--- src/rtl/matrix_io_pkg.sv ---
// matrix_io_pkg
// Shared types and constants for the 3x3 matrix streaming controller and the
// matrix_mult engine it drives: FSM state enum, operand/result widths, stream
// lengths, and a helper that picks one output byte out of an 18-bit result.
package matrix_io_pkg;

  localparam int N             = 3;
  localparam int NUM_ELEMS     = N * N;
  localparam int NUM_IN_BYTES  = 18;
  localparam int NUM_OUT_BYTES = 27;
  localparam int ELEM_W        = 8;
  localparam int RES_W         = 18;

  typedef enum logic [1:0] {
    LOAD  = 2'd0,
    START = 2'd1,
    WAIT  = 2'd2,
    SEND  = 2'd3
  } state_e;

  // part 0: bits [7:0], part 1: bits [15:8], part 2: zero-padded bits [17:16]
  function automatic logic [7:0] res_byte(input logic [RES_W-1:0] w,
                                          input logic [1:0]       part);
    case (part)
      2'd0:    res_byte = w[7:0];
      2'd1:    res_byte = w[15:8];
      default: res_byte = {6'b0, w[17:16]};
    endcase
  endfunction

endpackage

--- src/rtl/matrix_stream_ctrl.sv ---
// matrix_stream_ctrl
// Byte-stream front end for matrix_mult. Collects 18 operand bytes (A then B,
// row-major), pulses mm_enable, waits for a low-then-high mm_done, captures the
// nine 18-bit results and streams them out as 27 bytes (LSB, mid, top 2 bits).
// A WAIT that lasts DONE_TIMEOUT cycles sets the sticky err flag and returns
// to LOAD.
// Ports:
//   clk, reset (async active-low)
//   in_data/in_valid/in_ready      operand byte stream, accepted only in LOAD
//   out_data/out_valid/out_ready   result byte stream, driven only in SEND
//   mm_enable, mm_A, mm_B          start pulse and operands to matrix_mult
//   mm_C, mm_done                  result and completion from matrix_mult
//   busy                           high outside LOAD
//   err                            sticky timeout flag
//
// state | meaning
// LOAD  | accepting operand bytes 0..17
// START | one-cycle mm_enable pulse, operands frozen
// WAIT  | waiting for mm_done low-then-high, timeout counter running
// SEND  | emitting the 27 captured result bytes
module matrix_stream_ctrl
  import matrix_io_pkg::*;
#(
  parameter int DONE_TIMEOUT = 32
) (
  input  logic                               clk,
  input  logic                               reset,
  input  logic [ELEM_W-1:0]                  in_data,
  input  logic                               in_valid,
  output logic                               in_ready,
  output logic [7:0]                         out_data,
  output logic                               out_valid,
  input  logic                               out_ready,
  output logic                               mm_enable,
  output logic [NUM_ELEMS-1:0][ELEM_W-1:0]   mm_A,
  output logic [NUM_ELEMS-1:0][ELEM_W-1:0]   mm_B,
  input  logic [NUM_ELEMS-1:0][RES_W-1:0]    mm_C,
  input  logic                               mm_done,
  output logic                               busy,
  output logic                               err
);

  localparam int TW = $clog2(DONE_TIMEOUT + 1);

  state_e                            state_q;
  logic [4:0]                        in_cnt_q;
  logic [TW-1:0]                     wait_cnt_q;
  logic [3:0]                        word_q;
  logic [1:0]                        part_q;
  logic                              seen_low_q;
  logic [NUM_ELEMS-1:0][ELEM_W-1:0]  a_q, b_q;
  logic [NUM_ELEMS-1:0][RES_W-1:0]   c_q;
  logic                              mm_enable_q;
  logic                              out_valid_q;
  logic [7:0]                        out_data_q;
  logic                              err_q;

  logic [3:0]                        word_d;
  logic [1:0]                        part_d;
  logic                              last_byte;

  always_comb begin
    part_d    = (part_q == 2'd2) ? 2'd0 : part_q + 2'd1;
    word_d    = (part_q == 2'd2) ? word_q + 4'd1 : word_q;
    last_byte = (word_q == 4'(NUM_ELEMS - 1)) && (part_q == 2'd2);
  end

  always_ff @(posedge clk or negedge reset) begin
    if (!reset) begin
      state_q     <= LOAD;
      in_cnt_q    <= '0;
      wait_cnt_q  <= '0;
      word_q      <= '0;
      part_q      <= '0;
      seen_low_q  <= 1'b0;
      a_q         <= '0;
      b_q         <= '0;
      c_q         <= '0;
      mm_enable_q <= 1'b0;
      out_valid_q <= 1'b0;
      out_data_q  <= '0;
      err_q       <= 1'b0;
    end else begin
      mm_enable_q <= 1'b0;
      unique case (state_q)
        LOAD: begin
          if (in_valid) begin
            for (int k = 0; k < NUM_ELEMS; k++) begin
              if (in_cnt_q == 5'(k))             a_q[k] <= in_data;
              if (in_cnt_q == 5'(k + NUM_ELEMS)) b_q[k] <= in_data;
            end
            if (in_cnt_q == 5'(NUM_IN_BYTES - 1)) begin
              in_cnt_q    <= '0;
              seen_low_q  <= 1'b0;
              mm_enable_q <= 1'b1;
              state_q     <= START;
            end else begin
              in_cnt_q <= in_cnt_q + 5'd1;
            end
          end
        end
        START: begin
          if (!mm_done) seen_low_q <= 1'b1;
          wait_cnt_q <= '0;
          state_q    <= WAIT;
        end
        WAIT: begin
          // A done that was already high at START is a stale completion; only
          // a rising done after a sampled low belongs to this job.
          if (mm_done && seen_low_q) begin
            c_q         <= mm_C;
            out_data_q  <= res_byte(mm_C[0], 2'd0);
            out_valid_q <= 1'b1;
            word_q      <= '0;
            part_q      <= '0;
            state_q     <= SEND;
          end else begin
            if (!mm_done) seen_low_q <= 1'b1;
            if (wait_cnt_q == TW'(DONE_TIMEOUT - 1)) begin
              err_q    <= 1'b1;
              in_cnt_q <= '0;
              state_q  <= LOAD;
            end else begin
              wait_cnt_q <= wait_cnt_q + 1'b1;
            end
          end
        end
        SEND: begin
          if (out_ready) begin
            if (last_byte) begin
              out_valid_q <= 1'b0;
              out_data_q  <= '0;
              word_q      <= '0;
              part_q      <= '0;
              in_cnt_q    <= '0;
              state_q     <= LOAD;
            end else begin
              word_q     <= word_d;
              part_q     <= part_d;
              out_data_q <= res_byte(c_q[word_d], part_d);
            end
          end
        end
      endcase
    end
  end

  assign in_ready  = (state_q == LOAD);
  assign busy      = (state_q != LOAD);
  assign mm_enable = mm_enable_q;
  assign mm_A      = a_q;
  assign mm_B      = b_q;
  assign out_valid = out_valid_q;
  assign out_data  = out_data_q;
  assign err       = err_q;

endmodule

--- config.mk ---
export PLATFORM = sky130hd
export DESIGN_NAME = matrix_stream_ctrl
export DESIGN_NICKNAME = d
export VERILOG_FILES = /design/src/rtl/matrix_io_pkg.sv /design/src/rtl/matrix_stream_ctrl.sv
export SDC_FILE = /design/constraint.sdc
export NUM_CORES = 1
export LEC_CHECK = 0
export ABC_AREA = 1
export BUFFER_PORTS_ARGS = -buffer_cell sky130_fd_sc_hd__buf_4
export CORE_ASPECT_RATIO = 1.4
export CORE_UTILIZATION = 50
export CTS_BUF_LIST = sky130_fd_sc_hd__clkbuf_4 sky130_fd_sc_hd__clkbuf_8
export CTS_CLUSTER_DIAMETER = 200
export CTS_CLUSTER_SIZE = 28
export DETAILED_ROUTE_END_ITERATION = 16
export GPL_TIMING_DRIVEN = 0
export PLACE_DENSITY = 0.76
export SLEW_MARGIN = 5
export SYNTH_ARGS = -nofsm -noshare
export SYNTH_HDL_FRONTEND = slang
export SYNTH_SLANG_ARGS = --single-unit
--- constraint.sdc ---
create_clock -name clk -period 2.5 [get_ports clk]
set_clock_uncertainty 0.2 [all_clocks]
set_input_delay 0.125 -clock clk [delete_from_list [all_inputs] [get_ports clk]]
set_output_delay 0.125 -clock clk [all_outputs]
set_load 0.05 [all_outputs]
=== Word-level counts from Yosys, hierarchy flattened ===
Index checks and enable logic that the tools add are counted.

* Register bits: 337
* Logic and storage cells: 158
* Input port bits: 175
* Output and inout bits: 157

* Magnitude comparators: 1
* Equality and inequality tests: 33
* Bitwise gates (word level): 1
* $add $sub $neg: 4
* Mux-type cells: 46
* Reductions and logical operators: 36

{| class="wikitable"
|+ Operators by type and width
! kind !! count
|-
| binary-select mux 18 bit (select 4 bit) || 1
|-
| AND reduction 3 bit || 21
|-
| == test 5 x 4 -> 1 bit (second input constant) || 8
|-
| one-hot mux 8 bit (2 select lines) || 2
|-
| two-way mux 5 bit || 6
|-
| two-way mux 8 bit || 3
|-
| == test 5 x 3 -> 1 bit (second input constant) || 4
|-
| two-way mux 2 bit || 10
|-
| two-way mux 18 bit || 1
|-
| two-way mux 4 bit || 4
|-
| one-hot mux 5 bit (3 select lines) || 1
|-
| != test 2 bit (second input constant) || 7
|-
| two-way mux 6 bit || 2
|-
| one-hot mux 6 bit (2 select lines) || 1
|-
| == test 5 x 2 -> 1 bit (second input constant) || 2
|-
| == test 5 bit (second input constant) || 2
|-
| two-way mux 1 bit || 10
|-
| one-hot mux 2 bit (4 select lines) || 1
|-
| one-hot mux 4 bit (2 select lines) || 1
|-
| AND reduction 4 bit || 2
|-
| adder 6 x 1 -> 6 bit (second input constant) || 1
|-
| == test 2 bit (second input constant) || 3
|-
| == test 6 x 5 -> 1 bit (second input constant) || 1
|-
| AND reduction 6 bit || 1
|-
| other kinds (20) || 26
|}

=== Longest topological paths before layout ===
* Depth after elaboration: 8
* Mapped depth: 15
* Depth with buffers taken out: 13

=== Worst setup path before layout ===
OpenSTA, ideal clock, no wires.

* Path type: flip-flop to flip-flop
* Start: register state_q[1]
* End: register seen_low_q
* Data required time: 2.175 ns
* Path slack: -0.057 ns
* Period minus slack after synthesis: 2.557 ns
* Arrival: 2.232 ns
* Cell stages (with the launch flop): 7
* Buffers on the path: 0
* Library setup time: 0.125 ns
* Cell sequence: dfrtp_1 > inv_1 > ha_1 > inv_1 > or2_2 > nand4_1 > mux2_2

* Longest elaborated chain between the ends: 3
* Elaborated cells between the ends (all ways): 9
* Classes of those cells: eq/ne (5); mux (1); reduce/logical (3)

{| class="wikitable"
|+ RTL lines
! item !! RTL line !! source
|-
| from (decl) || matrix_stream_ctrl.sv:45 || <nowiki>state_e state_q;</nowiki>
|-
| from (signal assigned) || matrix_stream_ctrl.sv:70 || <nowiki>state_q <= LOAD;</nowiki>
|-
| from (signal assigned) || matrix_stream_ctrl.sv:96 || <nowiki>state_q <= START;</nowiki>
|-
| from (signal assigned) || matrix_stream_ctrl.sv:105 || <nowiki>state_q <= WAIT;</nowiki>
|-
| zero test 2 bit (*) || n/a ||
|-
| named net in_ready || matrix_stream_ctrl.sv:30 || <nowiki>output logic in_ready,</nowiki>
|-
| != test 2 x 1 -> 1 bit (no line), or another cell as far along || n/a ||
|-
| AND reduction 4 bit (no line) || n/a ||
|-
| to (signal assigned) || matrix_stream_ctrl.sv:75 || <nowiki>seen_low_q <= 1'b0;</nowiki>
|-
| to (signal assigned) || matrix_stream_ctrl.sv:94 || <nowiki>seen_low_q <= 1'b0;</nowiki>
|-
| to (signal assigned) || matrix_stream_ctrl.sv:103 || <nowiki>if (!mm_done) seen_low_q <= 1'b1;</nowiki>
|-
| to (decl) || matrix_stream_ctrl.sv:50 || <nowiki>logic seen_low_q;</nowiki>
|}

Mark *: on every way through the listed nets, which the timed path passes. The rest lies on a longest branch.
A chain may end at the register's enable or synchronous reset.

=== Final worst setup path ===
* Start: register part_q[0]
* End: register out_data_q[6] (netlist: out_data[6])

* Longest elaborated chain between the ends: 8
* Elaborated cells between the ends (all ways): 13
* Classes of those cells: add/sub (1); eq/ne (2); mux (8); reduce/logical (2)

{| class="wikitable"
|+ RTL lines
! item !! RTL line !! source
|-
| from (decl) || matrix_stream_ctrl.sv:49 || <nowiki>logic [1:0] part_q;</nowiki>
|-
| from (signal assigned) || matrix_stream_ctrl.sv:139 || <nowiki>part_q <= part_d;</nowiki>
|-
| == test 2 bit || matrix_stream_ctrl.sv:63, matrix_stream_ctrl.sv:64, matrix_stream_ctrl.sv:65 ||
|-
| two-way mux 4 bit || matrix_stream_ctrl.sv:64 || <nowiki>word_d = (part_q == 2'd2) ? word_q + 4'd1 : word_q;</nowiki>
|-
| binary-select mux 18 bit (select 4 bit) || matrix_stream_ctrl.sv:140 || <nowiki>out_data_q <= res_byte(c_q[word_d], part_d);</nowiki>
|-
| two-way mux 18 bit (implied by the code) || matrix_stream_ctrl.sv:140 ||
|-
| one-hot mux 8 bit (2 select lines) || matrix_io_pkg.sv:24 || <nowiki>case (part)</nowiki>
|-
| two-way mux 8 bit (*) || matrix_stream_ctrl.sv:130 || <nowiki>if (last_byte) begin</nowiki>
|-
| two-way mux 8 bit (*) || matrix_stream_ctrl.sv:129 || <nowiki>if (out_ready) begin</nowiki>
|-
| one-hot mux 8 bit (2 select lines) (*) || matrix_stream_ctrl.sv:85 || <nowiki>unique case (state_q)</nowiki>
|-
| to (signal assigned) || matrix_stream_ctrl.sv:112 || <nowiki>out_data_q <= res_byte(mm_C[0], 2'd0);</nowiki>
|-
| to (signal assigned) || matrix_stream_ctrl.sv:140 ||
|-
| to (decl) || matrix_stream_ctrl.sv:55 || <nowiki>logic [7:0] out_data_q;</nowiki>
|}

Mark *: on every way between the ends. The rest lies on a longest branch, timed or not. The select of a mux whose other input is x is not followed.

==> flow_summary.toml <==
[status]
status = "complete, no violations"

[sta]
tightest_slew_ns = 0.7900
drv_slew = 0
post-route-period-util_pct = 98.98
rsz0062_at_grt = "yes"
whs_ns = 0.09013
finalSetupViolations = 0
period_minus_slack_ns = 2.474
hold_viol = 0
finalWorstSetupSlack_ns = 0.02552
fmax_ghz = 0.4041
relSlewSlack_pct = 47.16

[final_layout]
final_nets = 2412
drive_gt1_share_pct = 21.08
syn_to_final_growth_pct = 36.87
fill_cells = 2236

[logic_synthesis]
synth_cell_types = 36
yosysSeqAreaShare_pct = 57.96
synth_edf_count = 0
syn_nets = 1882
ys_warn_count = 0
synth.most_common_cell = "nand2_1"
synthFlopType = "dfrtp_1"
yosysTopAreaCell = "dfrtp_1"
synth.top_cell.area_share_pct = 57.96
ys_ff_latch = 337
avgSynthCellArea_um2 = 8.589
synth_cells = 1694
synthArstFlopShare_pct = 100.0
synth_commonest_cells = "621 x nand2_1, 337 x dfrtp_1, 223 x o21ai_0"
syn-cell-area_mm2 = 0.01455
synth_area_leaders = "dfrtp_1 58%, nand2_1 16%, o21ai_0 7.7%"

[setup_path]
slowest_delay_ns = 0.45
crit_arrival_ns = 2.74
cp_common_cell = "nand2_1"
crit_path_end_kind = "flip-flop"
crit_fanout = 19
critPathRequiredTime_ns = 2.77
worst_setup_path_start_kind = "flip-flop"
critical_path_class = "reg2reg"
crit_path_top_delay_cell = "dfrtp_1"
path_cells = "inv_2, nand2_2, nand2_4, nand2_4, buf_12, buf_2, a21oi_1, o21ai_0, nand3_1, nand3_1, nand2_1, o21ai_1, nand2_1, nand2_1"

[route]
first_pass_iters = 7
via_count = 14011
drt-total-wl_mm = 50.10
vias_per_cell = 5.383
antenna_violating_nets_post_route = 0
routedWlPerCell_um = 19.25
drt_iter0_drc = 742
remaining_drc_errors = 0

[die]
die_w_um = 146.2
rows = 73
pin_count = 332
die_h_um = 203.8
initial_utilization_pct = 51.05
core_area_mm2 = 0.02850
dieArea_mm2 = 0.02979

[global_route]
grt_usage_pct = 33.56
overflow = 0
grt_pass1_wl_mm = 77.49
grt_max_degree = 110
antenna_found_initial = 3
grt_pass1_vias = 14350

[placed_design]
post-place-ws_ns = -0.7189
post-dp-hpwl_mm = 35.19
portBuffers = 331
place_congestion = 0.9566

[clocking]
cts_tree = "built"
path_clk_slew_ns = 0.17
cts_buffer_depth = 3
cts_num_sinks = 337
cts_root_buffer = "clkbuf_8"
clk_latency_ns = 0.56
cts_buffers = 16
h-tree-depth = 1

[power_and_ir_drop]
ir_drop_mv = 1.084
power_density_mw_per_mm2 = 1066
p_leak_nw = 10.14

[run]
max_cap_viol_count = 0

[worst_hold_path]
hold_path.class = "in2reg"
[cell usage in the layout (no fill, tap or decap), drive strengths merged]
| cell type | Yosys | final |
|---|---|---|
| mux2 | 1 | 1 |
| nor3 | 5 | 5 |
| nand3 | 141 | 141 |
| diode | 0 | 3 |
| and3 | 2 | 2 |
| clkbuf | 66 | 75 |
| dlygate4sd3 | 0 | 176 |
| inv | 101 | 101 |
| clkinv | 1 | 2 |
| ha | 13 | 13 |
| dfrtp | 337 | 337 |
| o21a | 1 | 1 |
| a22oi | 1 | 1 |
| xor2 | 3 | 3 |
| buf | 29 | 374 |
| or2 | 3 | 3 |
| nor2 | 35 | 35 |
| o22ai | 6 | 6 |
| nand2 | 625 | 625 |
| o21ai | 231 | 231 |
| o211ai | 28 | 28 |
| nand4 | 3 | 3 |
| a31o | 1 | 1 |
| a21oi | 61 | 61 |
[final timing paths]
path | cells past startpoint | slack, ns | endpoint | from
worst max-delay path | 14 | 0.03 | out_data[6]$_DFFE_PN0P_ | part_q[0]$_DFFE_PN0P_
worst min-delay path | 4 | 0.09 | c_q[123]$_DFFE_PN0P_ | mm_C[123]
worst max register to register | 14 | 0.03 | out_data[6]$_DFFE_PN0P_ | part_q[0]$_DFFE_PN0P_
worst min register to register | 2 | 0.29 | c_q[16]$_DFFE_PN0P_ | c_q[16]$_DFFE_PN0P_
max in group asynchronous | 4 | 0.50 | c_q[116]$_DFFE_PN0P_ | reset
min in group asynchronous | 4 | 0.49 | c_q[121]$_DFFE_PN0P_ | reset
[flip-flops by register name, summed over array words and instances, names as in the netlist]
register / count
err: 1
wait_cnt_q: 6
seen_low_q: 1
mm_B: 72
in_cnt_q: 5
mm_A: 72
c_q: 162
word_q: 4
mm_enable: 1
out_data: 8
part_q: 2
state_q: 2
out_valid: 1
[per-layer routing]
layer,part of all wire [%],vias to the layer above,wire (um),global-route usage [%]
li1,-,6519,-,-
met1,36,6679,17990,37.10
met2,51,657,25620,60.44
met3,7.6,156,3809,7.143
met4,5.3,0,2672,17.56
met5,0,-,0,0
[cells by family after synthesis]
logic type | synth area share [%]
simple gates | 22.94
flops | 57.96
compound gates | 11.96
buf+inv | 5.573
fa+ha+maj | 1.118
xor+xnor | 0.3613
mux | 0.07739
[stage by stage]
step | area, um2 | TNS (ns) | utilization [%] | std cells | power (W)
CTS | 19710 | -0.2303 | 69.16 | 2599 | 0.02087
finish | 19910 | 0 | 69.88 | 2603 | 0.02122
detailed placement | 17600 | -86.59 | 61.74 | 2403 | 0.01829
global placement | 17510 | -715.89 | 61.43 | 2400 | 0.01800
global route | 19910 | -0.3475 | 69.88 | 2603 | 0.02241
floorplan | 14550 | 0 | - | 1694 | 0.01497
[critical path: cells and delay by family, from the launching register on]
family / cells / cell delay (ns)
AOI/OAI and AO/OA: 3 / 0.49
buffers and inverters: 3 / 0.48
DFF: 1 / 0.45
and+or+nand+nor: 8 / 0.76
[final cells by class]
type | instances | area, um2 | area share [%]
Antenna cell | 3 | 7.507 | 0.03770
Buffer | 88 | 510.5 | 2.564
Clock buffer | 18 | 241.5 | 1.213
Clock inverter | 1 | 30.03 | 0.1508
Inverter | 102 | 382.9 | 1.923
Multi-Input combinational cell | 1160 | 5421 | 27.23
Sequential cell | 337 | 8433 | 42.35
Tap cell | 375 | 469.2 | 2.356
Timing Repair Buffer | 519 | 4417 | 22.18
[what timing repair did]
item,CTS,global route
pin swaps,0,5
hold buffers,176,0
gates resized for setup,31,83
endpoints found under the setup margin,262,282
hold endpoints to repair,498,0
setup buffers,2,7
[power by group]
group	switching [W]	total (W)	internal [W]
Combinational	0.00679	0.0101	0.00332
Sequential	0.00123	0.00876	0.00754
Clock	0.00169	0.00235	0.000663
Note: power is estimated with default switching activity, not from simulation.
